`config.mk`:
```
export PLATFORM = sky130hd
export DESIGN_NAME = sparc_ctrl_pipe_flat
export DESIGN_NICKNAME = d
export VERILOG_FILES = /design/src/rtl/sparc_ctrl_pipe_if.sv /design/src/rtl/sparc_ctrl_pipe.sv /design/src/flat_wrapper.sv
export SDC_FILE = /design/constraint.sdc
export NUM_CORES = 1
export LEC_CHECK = 0
export ABC_AREA = 0
export CORE_MARGIN = 4
export CORE_UTILIZATION = 35
export CTS_CLUSTER_SIZE = 24
export DETAILED_ROUTE_END_ITERATION = 7
export PLACE_DENSITY = 0.79
export RECOVER_POWER = 100
export SETUP_SLACK_MARGIN = 0.3
export SYNTH_ARGS = -nofsm -noshare
export SYNTH_HDL_FRONTEND = slang
export SYNTH_SLANG_ARGS = --single-unit
```
`constraint.sdc`:
```
create_clock -name clk -period 1.2 [get_ports clk]
set_input_delay 0.12 -clock clk [delete_from_list [all_inputs] [get_ports clk]]
set_output_delay 0.12 -clock clk [all_outputs]
set_load 0.02 [all_outputs]
```
`src/rtl/sparc_ctrl_pipe_if.sv`:
```
// ID-stage instruction/hazard bus and the staged control outputs of sparc_ctrl_pipe.
// master = hazard/fetch side driving the instruction; slave = the control pipe.
interface sparc_ctrl_pipe_if #(
    parameter int ALU_OP_W = 4
);
    logic [31:0]         instr;
    logic                stall;
    logic                flush;
    logic                id_b_instr;
    logic                id_call_instr;
    logic                id_jmpl_instr;
    logic [ALU_OP_W-1:0] ex_alu_op;
    logic                ex_i13;
    logic                ex_alter_cc;
    logic                mem_ram_en;
    logic                mem_ram_rw;
    logic                mem_ram_se;
    logic [1:0]          mem_ram_size;
    logic                wb_rf_en;
    logic [1:0]          wb_pw_sel;

    modport master (
        output instr, stall, flush,
        input  id_b_instr, id_call_instr, id_jmpl_instr,
        input  ex_alu_op, ex_i13, ex_alter_cc,
        input  mem_ram_en, mem_ram_rw, mem_ram_se, mem_ram_size,
        input  wb_rf_en, wb_pw_sel
    );

    modport slave (
        input  instr, stall, flush,
        output id_b_instr, id_call_instr, id_jmpl_instr,
        output ex_alu_op, ex_i13, ex_alter_cc,
        output mem_ram_en, mem_ram_rw, mem_ram_se, mem_ram_size,
        output wb_rf_en, wb_pw_sel
    );
endinterface

```
`src/rtl/sparc_ctrl_pipe.sv`:
```
// SPARC ID-stage decoder feeding registered EX/MEM/WB control stages with stall/flush bubbles.
// Optional saturating bubble counter enabled by macro SPARC_CTRL_BUBBLE_CNT_EN.
module sparc_ctrl_pipe #(
    parameter int                  ALU_OP_W   = 4,
    parameter logic [ALU_OP_W-1:0] NOP_ALU_OP = ALU_OP_W'(4'b1101),
    parameter int                  PIPE_DEPTH = 3
) (
    input  logic             clk,
    input  logic             reset,
    sparc_ctrl_pipe_if.slave bus
`ifdef SPARC_CTRL_BUBBLE_CNT_EN
    ,
    output logic [15:0]      bubble_cnt
`endif
);

    typedef struct packed {
        logic [ALU_OP_W-1:0] alu_op;
        logic                i13;
        logic                alter_cc;
        logic                ram_en;
        logic                ram_rw;
        logic                ram_se;
        logic [1:0]          ram_size;
        logic                rf_en;
        logic [1:0]          pw_sel;
    } ctrl_t;

    localparam ctrl_t BUBBLE = '{
        alu_op:   NOP_ALU_OP,
        i13:      1'b0,
        alter_cc: 1'b0,
        ram_en:   1'b0,
        ram_rw:   1'b0,
        ram_se:   1'b0,
        ram_size: 2'b00,
        rf_en:    1'b0,
        pw_sel:   2'b01
    };

    logic [1:0] op;
    logic [2:0] op2;
    logic [5:0] op3;
    logic       alu_hit;
    logic [3:0] alu_code;
    ctrl_t      dec;
    ctrl_t      ex_d, ex_q;
    ctrl_t      mem_d, mem_s;
    ctrl_t      wb_d, wb_s;

    assign op  = bus.instr[31:30];
    assign op2 = bus.instr[24:22];
    assign op3 = bus.instr[24:19];

    assign bus.id_b_instr    = (op == 2'b00) && (op2 == 3'b010);
    assign bus.id_call_instr = (op == 2'b01);
    assign bus.id_jmpl_instr = (op == 2'b10) && (op3 == 6'b111000);

    // Arithmetic/logic group lives in op3[5]=0 (op3[4] is the cc bit); shifts in 10xxxx.
    always_comb begin
        alu_hit  = 1'b1;
        alu_code = 4'b0000;
        if (!op3[5]) begin
            case (op3[3:0])
                4'b0000: alu_code = 4'b0000;
                4'b0001: alu_code = 4'b0100;
                4'b0010: alu_code = 4'b0101;
                4'b0011: alu_code = 4'b0110;
                4'b0100: alu_code = 4'b0010;
                4'b0101: alu_code = 4'b1000;
                4'b0110: alu_code = 4'b1001;
                4'b0111: alu_code = 4'b0111;
                4'b1000: alu_code = 4'b0001;
                4'b1100: alu_code = 4'b0011;
                default: alu_hit  = 1'b0;
            endcase
        end else if (!op3[4]) begin
            case (op3[3:0])
                4'b0101: alu_code = 4'b1010;
                4'b0110: alu_code = 4'b1011;
                4'b0111: alu_code = 4'b1100;
                default: alu_hit  = 1'b0;
            endcase
        end else begin
            alu_hit = 1'b0;
        end
    end

    // Words the decoder does not recognise (incl. Bicc) leave the bubble defaults in place.
    always_comb begin
        dec = BUBBLE;
        case (op)
            2'b00: begin
                if (op2 == 3'b100) dec.rf_en = 1'b1;
            end
            2'b01: begin
                dec.rf_en  = 1'b1;
                dec.pw_sel = 2'b00;
            end
            2'b10: begin
                if (op3 == 6'b111000) begin
                    dec.alu_op = '0;
                    dec.i13    = bus.instr[13];
                    dec.rf_en  = 1'b1;
                    dec.pw_sel = 2'b00;
                end else if (alu_hit) begin
                    dec.alu_op   = ALU_OP_W'(alu_code);
                    dec.i13      = bus.instr[13];
                    dec.alter_cc = op3[4];
                    dec.rf_en    = 1'b1;
                end
            end
            default: begin
                // Memory ops: op3[2] separates stores (0001xx) from loads.
                dec.alu_op = '0;
                dec.i13    = bus.instr[13];
                dec.ram_en = 1'b1;
                dec.ram_rw = op3[2];
                dec.rf_en  = ~op3[2];
                dec.pw_sel = op3[2] ? 2'b01 : 2'b11;
                case (op3)
                    6'b000000, 6'b000100: dec.ram_size = 2'b10;
                    6'b000001, 6'b000101: dec.ram_size = 2'b00;
                    6'b000010, 6'b000110: dec.ram_size = 2'b01;
                    6'b000011, 6'b000111: dec.ram_size = 2'b11;
                    6'b001001: begin
                        dec.ram_size = 2'b00;
                        dec.ram_se   = 1'b1;
                    end
                    6'b001010: begin
                        dec.ram_size = 2'b01;
                        dec.ram_se   = 1'b1;
                    end
                    default: dec = BUBBLE;
                endcase
            end
        endcase
    end

    always_comb begin
        ex_d  = (bus.stall | bus.flush) ? BUBBLE : dec;
        mem_d = ex_q;
        wb_d  = mem_s;
    end

    always_ff @(posedge clk) begin
        if (reset) ex_q <= BUBBLE;
        else       ex_q <= ex_d;
    end

    generate
        if (PIPE_DEPTH >= 2) begin : g_mem_reg
            ctrl_t mem_q;
            always_ff @(posedge clk) begin
                if (reset) mem_q <= BUBBLE;
                else       mem_q <= mem_d;
            end
            assign mem_s = mem_q;
        end else begin : g_mem_wire
            assign mem_s = mem_d;
        end

        if (PIPE_DEPTH >= 3) begin : g_wb_reg
            ctrl_t wb_q;
            always_ff @(posedge clk) begin
                if (reset) wb_q <= BUBBLE;
                else       wb_q <= wb_d;
            end
            assign wb_s = wb_q;
        end else begin : g_wb_wire
            assign wb_s = wb_d;
        end
    endgenerate

    assign bus.ex_alu_op    = ex_q.alu_op;
    assign bus.ex_i13       = ex_q.i13;
    assign bus.ex_alter_cc  = ex_q.alter_cc;
    assign bus.mem_ram_en   = mem_s.ram_en;
    assign bus.mem_ram_rw   = mem_s.ram_rw;
    assign bus.mem_ram_se   = mem_s.ram_se;
    assign bus.mem_ram_size = mem_s.ram_size;
    assign bus.wb_rf_en     = wb_s.rf_en;
    assign bus.wb_pw_sel    = wb_s.pw_sel;

    logic unused_bits;
    assign unused_bits = ^{bus.instr[29:25], bus.instr[18:14], bus.instr[12:0],
                           wb_s.alu_op, wb_s.i13, wb_s.alter_cc, wb_s.ram_en,
                           wb_s.ram_rw, wb_s.ram_se, wb_s.ram_size};

`ifdef SPARC_CTRL_BUBBLE_CNT_EN
    logic [15:0] bubble_cnt_d, bubble_cnt_q;

    always_comb begin
        bubble_cnt_d = bubble_cnt_q;
        if ((bus.stall | bus.flush) && (bubble_cnt_q != 16'hFFFF))
            bubble_cnt_d = bubble_cnt_q + 16'd1;
    end

    always_ff @(posedge clk) begin
        if (reset) bubble_cnt_q <= 16'd0;
        else       bubble_cnt_q <= bubble_cnt_d;
    end

    assign bubble_cnt = bubble_cnt_q;
`endif

endmodule

```
`src/flat_wrapper.sv`:
```
// flat-port wrapper written by rule: the top's interface ports become plain ports
module sparc_ctrl_pipe_flat 
#(
    parameter int                  ALU_OP_W   = 4,
    parameter logic [ALU_OP_W-1:0] NOP_ALU_OP = ALU_OP_W'(4'b1101),
    parameter int                  PIPE_DEPTH = 3
)
  (clk, reset, bus_instr, bus_stall, bus_flush, bus_id_b_instr, bus_id_call_instr, bus_id_jmpl_instr, bus_ex_alu_op, bus_ex_i13, bus_ex_alter_cc, bus_mem_ram_en, bus_mem_ram_rw, bus_mem_ram_se, bus_mem_ram_size, bus_wb_rf_en, bus_wb_pw_sel);
  sparc_ctrl_pipe_if #(.ALU_OP_W(ALU_OP_W)) bus_i ();
  input  logic clk;
  input  logic reset;
  input wire logic [$bits(bus_i.instr)-1:0] bus_instr;
  input wire logic [$bits(bus_i.stall)-1:0] bus_stall;
  input wire logic [$bits(bus_i.flush)-1:0] bus_flush;
  output wire logic [$bits(bus_i.id_b_instr)-1:0] bus_id_b_instr;
  output wire logic [$bits(bus_i.id_call_instr)-1:0] bus_id_call_instr;
  output wire logic [$bits(bus_i.id_jmpl_instr)-1:0] bus_id_jmpl_instr;
  output wire logic [$bits(bus_i.ex_alu_op)-1:0] bus_ex_alu_op;
  output wire logic [$bits(bus_i.ex_i13)-1:0] bus_ex_i13;
  output wire logic [$bits(bus_i.ex_alter_cc)-1:0] bus_ex_alter_cc;
  output wire logic [$bits(bus_i.mem_ram_en)-1:0] bus_mem_ram_en;
  output wire logic [$bits(bus_i.mem_ram_rw)-1:0] bus_mem_ram_rw;
  output wire logic [$bits(bus_i.mem_ram_se)-1:0] bus_mem_ram_se;
  output wire logic [$bits(bus_i.mem_ram_size)-1:0] bus_mem_ram_size;
  output wire logic [$bits(bus_i.wb_rf_en)-1:0] bus_wb_rf_en;
  output wire logic [$bits(bus_i.wb_pw_sel)-1:0] bus_wb_pw_sel;
  assign bus_i.instr = bus_instr;
  assign bus_i.stall = bus_stall;
  assign bus_i.flush = bus_flush;
  assign bus_id_b_instr = bus_i.id_b_instr;
  assign bus_id_call_instr = bus_i.id_call_instr;
  assign bus_id_jmpl_instr = bus_i.id_jmpl_instr;
  assign bus_ex_alu_op = bus_i.ex_alu_op;
  assign bus_ex_i13 = bus_i.ex_i13;
  assign bus_ex_alter_cc = bus_i.ex_alter_cc;
  assign bus_mem_ram_en = bus_i.mem_ram_en;
  assign bus_mem_ram_rw = bus_i.mem_ram_rw;
  assign bus_mem_ram_se = bus_i.mem_ram_se;
  assign bus_mem_ram_size = bus_i.mem_ram_size;
  assign bus_wb_rf_en = bus_i.wb_rf_en;
  assign bus_wb_pw_sel = bus_i.wb_pw_sel;
  sparc_ctrl_pipe #(.ALU_OP_W(ALU_OP_W), .NOP_ALU_OP(NOP_ALU_OP), .PIPE_DEPTH(PIPE_DEPTH)) u_core (.clk(clk), .reset(reset), .bus(bus_i));
endmodule
```
==> impl_metrics.env, run 1 <==
export IMPL_status="completed"
export IMPL_dp_slack_ps=-728
export IMPL_h_tree_depth=1
export IMPL_syn_cell_area_sq_mm=0.00107
export IMPL_setup_violations=0
export IMPL_ys_warn_count=0
export IMPL_grt_max_degree=15
export IMPL_drtAntennaViolNets=0
export IMPL_areaGrowthSynthToFinish_pct=50.1
export IMPL_synth_nets=149
export IMPL_skew_ps=0.777
export IMPL_maxSlewHeadroom_pct=79.0
export IMPL_p_total_mw=1.45
export IMPL_tritoncts="yes"
export IMPL_grt_first_pass_wirelength_um=3630
export IMPL_tightest_slew_ps=314
export IMPL_clkTransAtPathRegs_ps=120
export IMPL_power_frac_clock_pct=23.9
export IMPL_cts_buffer_depth=2
export IMPL_ios=53
export IMPL_finalCritPeriodShare_pct=90.3
export IMPL_ys_seq_area_share_pct=46.9
export IMPL_start_util_pct=37.7
export IMPL_worstPathArrival_ps=960
export IMPL_diodes=0
export IMPL_final_cell_mix="dfxtp_1, buf_6, buf_4, nor2b_1"
export IMPL_switching_share_pct=24.3
export IMPL_clock_latency_ps=300
export IMPL_core_sq_mm=0.00283
export IMPL_rows=19
export IMPL_drv_slew=0
export IMPL_cts_hold_buf=0
export IMPL_drv_cap=0
export IMPL_p_switching_mw=0.351
export IMPL_multi_input_area_sq_um=533
export IMPL_nNetsFinal=195
export IMPL_root_buffer="clkbuf_4"
export IMPL_ys_async_sr_fraction_pct=0
export IMPL_required_ps=1080
export IMPL_rsz0062_at_grt="yes"
export IMPL_syn_area_per_cell_sq_um=9.44
export IMPL_fmax_mhz=923
export IMPL_mostFrequentLayoutCell="dfxtp_1"
export IMPL_grt_ovfl_total=0
export IMPL_antenna_found_initial=0
export IMPL_grt_total_usage_pct=11.0
export IMPL_power_density_mw_per_mm2=903
export IMPL_dieArea_sq_mm=0.00400
export IMPL_worstSetupPathType="input port to output port"
export IMPL_synth_ff_type="dfxtp_1"
export IMPL_drt_first_pass_iters=4
export IMPL_internal_power_mw=1.10
export IMPL_synthCells=113
export IMPL_p_leak_nw=0.708
export IMPL_layout_drive_gt1_share_pct=46.2
export IMPL_ys_types=38
export IMPL_yosys_register_bits=25
export IMPL_drt_initial_drc_count=22
export IMPL_critical_path_max_fanout=2
export IMPL_chipWidth_um=63.2
export IMPL_numPortBuffers=29
export IMPL_grt_pass1_vias=870
export IMPL_die_h_um=63.2
export IMPL_wl_um=2240
export IMPL_num_vias=897
export IMPL_final_seq_area_sq_um=500
export IMPL_critPathLaunchType="input port"
export IMPL_setup_slack_ps=116
export IMPL_p_comb_share_pct=18.2
export IMPL_drcViolationCount=0
export IMPL_power_frac_seq_pct=57.9
export IMPL_cts_sinks=25
export IMPL_drt_wirelength_per_cell_um=11.8
export IMPL_period_needed_ps=1080
export IMPL_nFillCells=266
export IMPL_endpoint_kind="output port"
export IMPL_synth_edf_count=0
export IMPL_hold_path_class="input port to flop"
export IMPL_vdd_drop_max_mv=0.402
export IMPL_gp_congestion=0.792
export IMPL_hold_viol=0
export IMPL_cts_buffers=3
export IMPL_detail_route_vias_per_cell=4.75
[final cells by class]
class | instances | area share, %
well taps | 31 | 2.42
inverters | 3 | 0.703
repair buffers | 55 | 30.6
clock buffers | 3 | 1.41
multi-input cells | 71 | 33.3
clock inverters | 1 | 0.312
flip-flops and latches | 25 | 31.2
[routing by layer]
| layer | routed length, um | global-route usage, % | up-vias | part of all wire (%) |
|---|---|---|---|---|
| met5 | 0 | 0 | - | 0 |
| met4 | 25 | 4.85 | 0 | 1.1 |
| met3 | 108 | 1.95 | 4 | 4.8 |
| met2 | 1250 | 21.1 | 23 | 56 |
| met1 | 853 | 11.7 | 405 | 38 |
| li1 | - | - | 465 | - |
[cells by family (layout without fill, tap and decap cells)]
family	count (synthesis)	after routing	share of synthesized area (%)
buffers and inverters	17	62	10.3
DFF	25	25	46.9
xor gates and xnor gates	2	2	1.64
and+or+nand+nor	49	49	27.2
AOI/OAI and AO/OA	20	20	14.0
[critical path, cell delays in order]
cell and delay [ps]:
buf_6 90, or2_4 250, nor3_4 130, nor3b_4 230, buf_6 140
[stage by stage]
step           util, %  cells  TNS (ps)  hold WS (ps)  instance area, sq um
3_5_place_dp      52.3    177     -5640           398                  1480
4_1_cts           55.9    188         0           168                  1580
6_report          56.6    189         0           138                  1600
3_3_place_gp      52.3    177     -5470           393                  1480
2_1_floorplan        -    113         0           192                  1120
5_1_grt           56.6    189         0           125                  1600
[power by group through the flow]
stage | Clock [mW] | Sequential, mW | Combinational (mW)
after floorplan | 0 | 0.857 | 0.133
after global placement | 0 | 0.855 | 0.229
after detailed placement | 0 | 0.855 | 0.235
after CTS | 0.362 | 0.837 | 0.251
after global routing | 0.400 | 0.838 | 0.284
final | 0.346 | 0.837 | 0.264
[cell usage after synthesis (3+ instances only)]
library cell / n / area share (%)
dfxtp_1: 25 / 47
nor2b_1: 11 / 6.4
buf_4: 7 / 4.9
nand2_1: 7 / 2.5
nor2_1: 7 / 2.5
o21ai_0: 6 / 2.8
buf_2: 4 / 1.9
nand2b_1: 4 / 2.3
and3_1: 3 / 1.8
inv_1: 3 / 1.1
nand3_1: 3 / 1.4
or2_2: 3 / 1.8
[timing repair]
action | CTS | global route
endpoints found under the hold margin | 0 | 0
endpoints found under the setup margin | 31 | 27
pin swaps | 5 | 5
resized for setup | 144 | 23
buffers inserted | 7 | 1
[registers in the layout, indices dropped and copies added (netlist names)]
register	count
u_core.bus.ex_alter_cc	1
u_core.bus.ex_alu_op	4
u_core.bus.ex_i13	1
u_core.bus.mem_ram_en	1
u_core.bus.mem_ram_rw	1
u_core.bus.mem_ram_se	1
u_core.bus.mem_ram_size	2
u_core.bus.wb_pw_sel	2
u_core.bus.wb_rf_en	1
u_core.ex_q	8
u_core.g_mem_reg.mem_q	3
[path summary, 6_finish.rpt]
check                              endpoint                 startpoint  cells after the start  slack [ps]
setup / recovery          bus_id_jmpl_instr              bus_instr[19]                      5         120
hold / removal               u_core.ex_q[1]              bus_instr[21]                      3         140
setup reg to reg  u_core.g_mem_reg.mem_q[0]             u_core.ex_q[0]                      1         540
hold reg to reg     u_core.bus.wb_pw_sel[0]  u_core.g_mem_reg.mem_q[0]                      1         420
Power figures use the tool's default switching activity.
==> run 2, diff against run 1 <==
- ABC_AREA: 0 -> 1
==> run 2 against run 1 <==
  * Combinational power decreased by 3%
  * Sequential cell count is the same
  * Critical path type unchanged
  * Maximum frequency is 8.8% higher
  * Total power up 1.2%
  * Routed wire length grew 23%
  * Clock power is 6.6% higher
==> impl_metrics.env, run 2 <==
export IMPL_yosysMostFrequentCell="dfxtp_1"
export IMPL_grt_pass1_vias=1044
export IMPL_tritoncts="yes"
export IMPL_slowest_delay_ps=260
export IMPL_antenna_found_initial=0
export IMPL_cts_buffer_depth=2
export IMPL_rows=19
export IMPL_switching_share_pct=26.3
export IMPL_hold_viol=0
export IMPL_slowest_stage="clkbuf_1"
export IMPL_drv_slew=0
export IMPL_largest_reg_flops=8
export IMPL_drcViolationCount=0
export IMPL_core_sq_mm=0.00283
export IMPL_setup_slack_ps=204
export IMPL_ys_seq_area_share_pct=47.2
export IMPL_power_frac_clock_pct=25.2
export IMPL_gp_congestion=0.896
export IMPL_min_from="bus_flush"
export IMPL_syn_cell_area_sq_mm=0.00106
export IMPL_wl_um=2750
export IMPL_synth_nets=175
export IMPL_critPathLaunchType="input port"
export IMPL_maxSlewHeadroom_pct=76.1
export IMPL_diodes=0
export IMPL_drt_initial_drc_count=39
export IMPL_layout_drive_gt1_share_pct=39.9
export IMPL_yosys_top_cells_count="dfxtp_1, nand2_1, inv_1"
export IMPL_crit_start="bus_instr[21]"
export IMPL_chipWidth_um=63.0
export IMPL_required_ps=1080
export IMPL_tightest_slew_ps=355
export IMPL_cp_cell_sequence="buf_2 -> nor2_4 -> nand3_2 -> nor2_1 -> clkbuf_1"
export IMPL_num_vias=1056
export IMPL_cts_sinks=25
export IMPL_clock_latency_ps=320
export IMPL_synthCells=139
export IMPL_drv_cap=0
export IMPL_yosysTopAreaCellShare_pct=47.2
export IMPL_critical_path_max_fanout=3
export IMPL_p_leak_nw=0.760
export IMPL_setup_violations=0
export IMPL_ys_warn_count=0
export IMPL_clkTransAtPathRegs_ps=130
export IMPL_grt_total_usage_pct=14.2
export IMPL_p_switching_mw=0.385
export IMPL_internal_power_mw=1.08
export IMPL_dp_slack_ps=-527
export IMPL_yosys_register_bits=25
export IMPL_vdd_drop_max_mv=0.446
export IMPL_power_density_mw_per_mm2=926
export IMPL_final_cell_mix="buf_4, dfxtp_1, nand2_1, inv_1, nor2_1"
export IMPL_grt_ovfl_total=0
export IMPL_worstPathArrival_ps=880
export IMPL_numPortBuffers=29
export IMPL_ys_types=22
export IMPL_drtAntennaViolNets=0
export IMPL_grt_max_degree=16
export IMPL_status="completed"
export IMPL_drt_wirelength_per_cell_um=12.3
export IMPL_p_comb_share_pct=17.6
export IMPL_fin_util_pct=55.9
export IMPL_root_buffer="clkbuf_4"
export IMPL_areaGrowthSynthToFinish_pct=49.2
export IMPL_synth_ff_type="dfxtp_1"
export IMPL_drt_first_pass_iters=4
export IMPL_cts_buffers=3
export IMPL_endpoint_kind="output port"
export IMPL_synthTopCellsByArea="dfxtp_1, nand2_1, inv_1, nor2_1, nand3_1"
export IMPL_fin_area_sq_mm=0.00158
export IMPL_hold_path_class="input port to flop"
export IMPL_nNetsFinal=230
export IMPL_start_util_pct=37.5
export IMPL_reg2reg_from="u_core.ex_q[0]"
export IMPL_detail_route_vias_per_cell=4.71
export IMPL_ios=53
export IMPL_synth_edf_count=0
export IMPL_h_tree_depth=1
export IMPL_grt_first_pass_wirelength_um=4490
export IMPL_top_register="u_core.ex_q"
export IMPL_period_needed_ps=996
export IMPL_finalCritPeriodShare_pct=83.0
export IMPL_rsz0062_at_grt="yes"
export IMPL_die_h_um=63.0
export IMPL_synth_largest_area_cell="dfxtp_1"
export IMPL_worstSetupPathType="input port to output port"
export IMPL_dieArea_sq_mm=0.00397
export IMPL_dp_hpwl_um=1830
export IMPL_placed_area_sq_mm=0.00151
export IMPL_power_frac_seq_pct=57.2
export IMPL_skew_ps=1.33
export IMPL_syn_area_per_cell_sq_um=7.62
export IMPL_mostFrequentLayoutCell="buf_4"
export IMPL_fmax_mhz=1000
export IMPL_ys_async_sr_fraction_pct=0
==> run 2: path summary, 6_finish.rpt <==
| kind | slack (ps) | endpoint | depth (start not counted) |
|---|---|---|---|
| max reg2reg | 530 | u_core.g_mem_reg.mem_q[0] | 1 |
| min | 170 | u_core.bus.ex_alu_op[3] | 4 |
| max | 200 | bus_id_jmpl_instr | 5 |
| min reg2reg | 410 | u_core.g_mem_reg.mem_q[1] | 2 |
==> run 2: timing repair <==
| action | 4_1_cts | 5_1_grt |
|---|---|---|
| buffers inserted | 4 | 1 |
| hold buffers | 0 | 0 |
| endpoints found under the setup margin | 31 | 30 |
| resized for setup | 147 | 22 |
| pin swaps | 10 | 5 |
| endpoints found under the hold margin | 0 | 0 |
==> run 2: area by class of cell <==
| cell class | instances | area [sq um] |
|---|---|---|
| sequential | 25 | 500 |
| clock inverter | 1 | 7.51 |
| fill | 253 | 1250 |
| multi-input combinational | 82 | 448 |
| inverter | 25 | 93.8 |
| clock buffer | 3 | 22.5 |
| timing repair buffer | 57 | 470 |
| tap | 31 | 38.8 |
==> run 2: power groups by stage <==
stage	combinational (mW)	sequential, mW	clock, mW
finish	0.257	0.838	0.369
global route	0.280	0.839	0.429
CTS	0.248	0.838	0.382
detailed placement	0.242	0.856	0
global placement	0.237	0.856	0
floorplan	0.0999	0.857	0
==> run 2: per-layer routing <==
layer  track usage [%]  up-vias  wire length [um]
met3              3.06        6               141
met4              7.16        0                55
met1              15.3      481              1020
met5                 0        -                 0
li1                  -      534                 -
met2              25.8       35              1530
==> run 2: cell families (layout without fill, tap and decap cells) <==
logic type	after synthesis	count (layout)	share of synthesized area (%)
buffers and inverters	32	86	13.5
and+or+nand+nor	72	72	34.2
DFF	25	25	47.2
AOI/OAI and AO/OA	10	10	5.08
==> run 2: critical path, delay by kind of cell <==
family,cells,cell delay [ps]
buffers and inverters,2,400
AND/OR/NAND/NOR,3,350
==> run 2: per-stage QoR <==
stage / instances / power (mW) / hold slack, ps / TNS [ps]
after floorplan: 139 / 0.957 / 227 / 0
after global placement: 215 / 1.09 / 389 / -5150
after detailed placement: 215 / 1.10 / 392 / -5230
after CTS: 223 / 1.47 / 180 / 0
after global routing: 224 / 1.55 / 168 / 0
final: 224 / 1.46 / 170 / 0
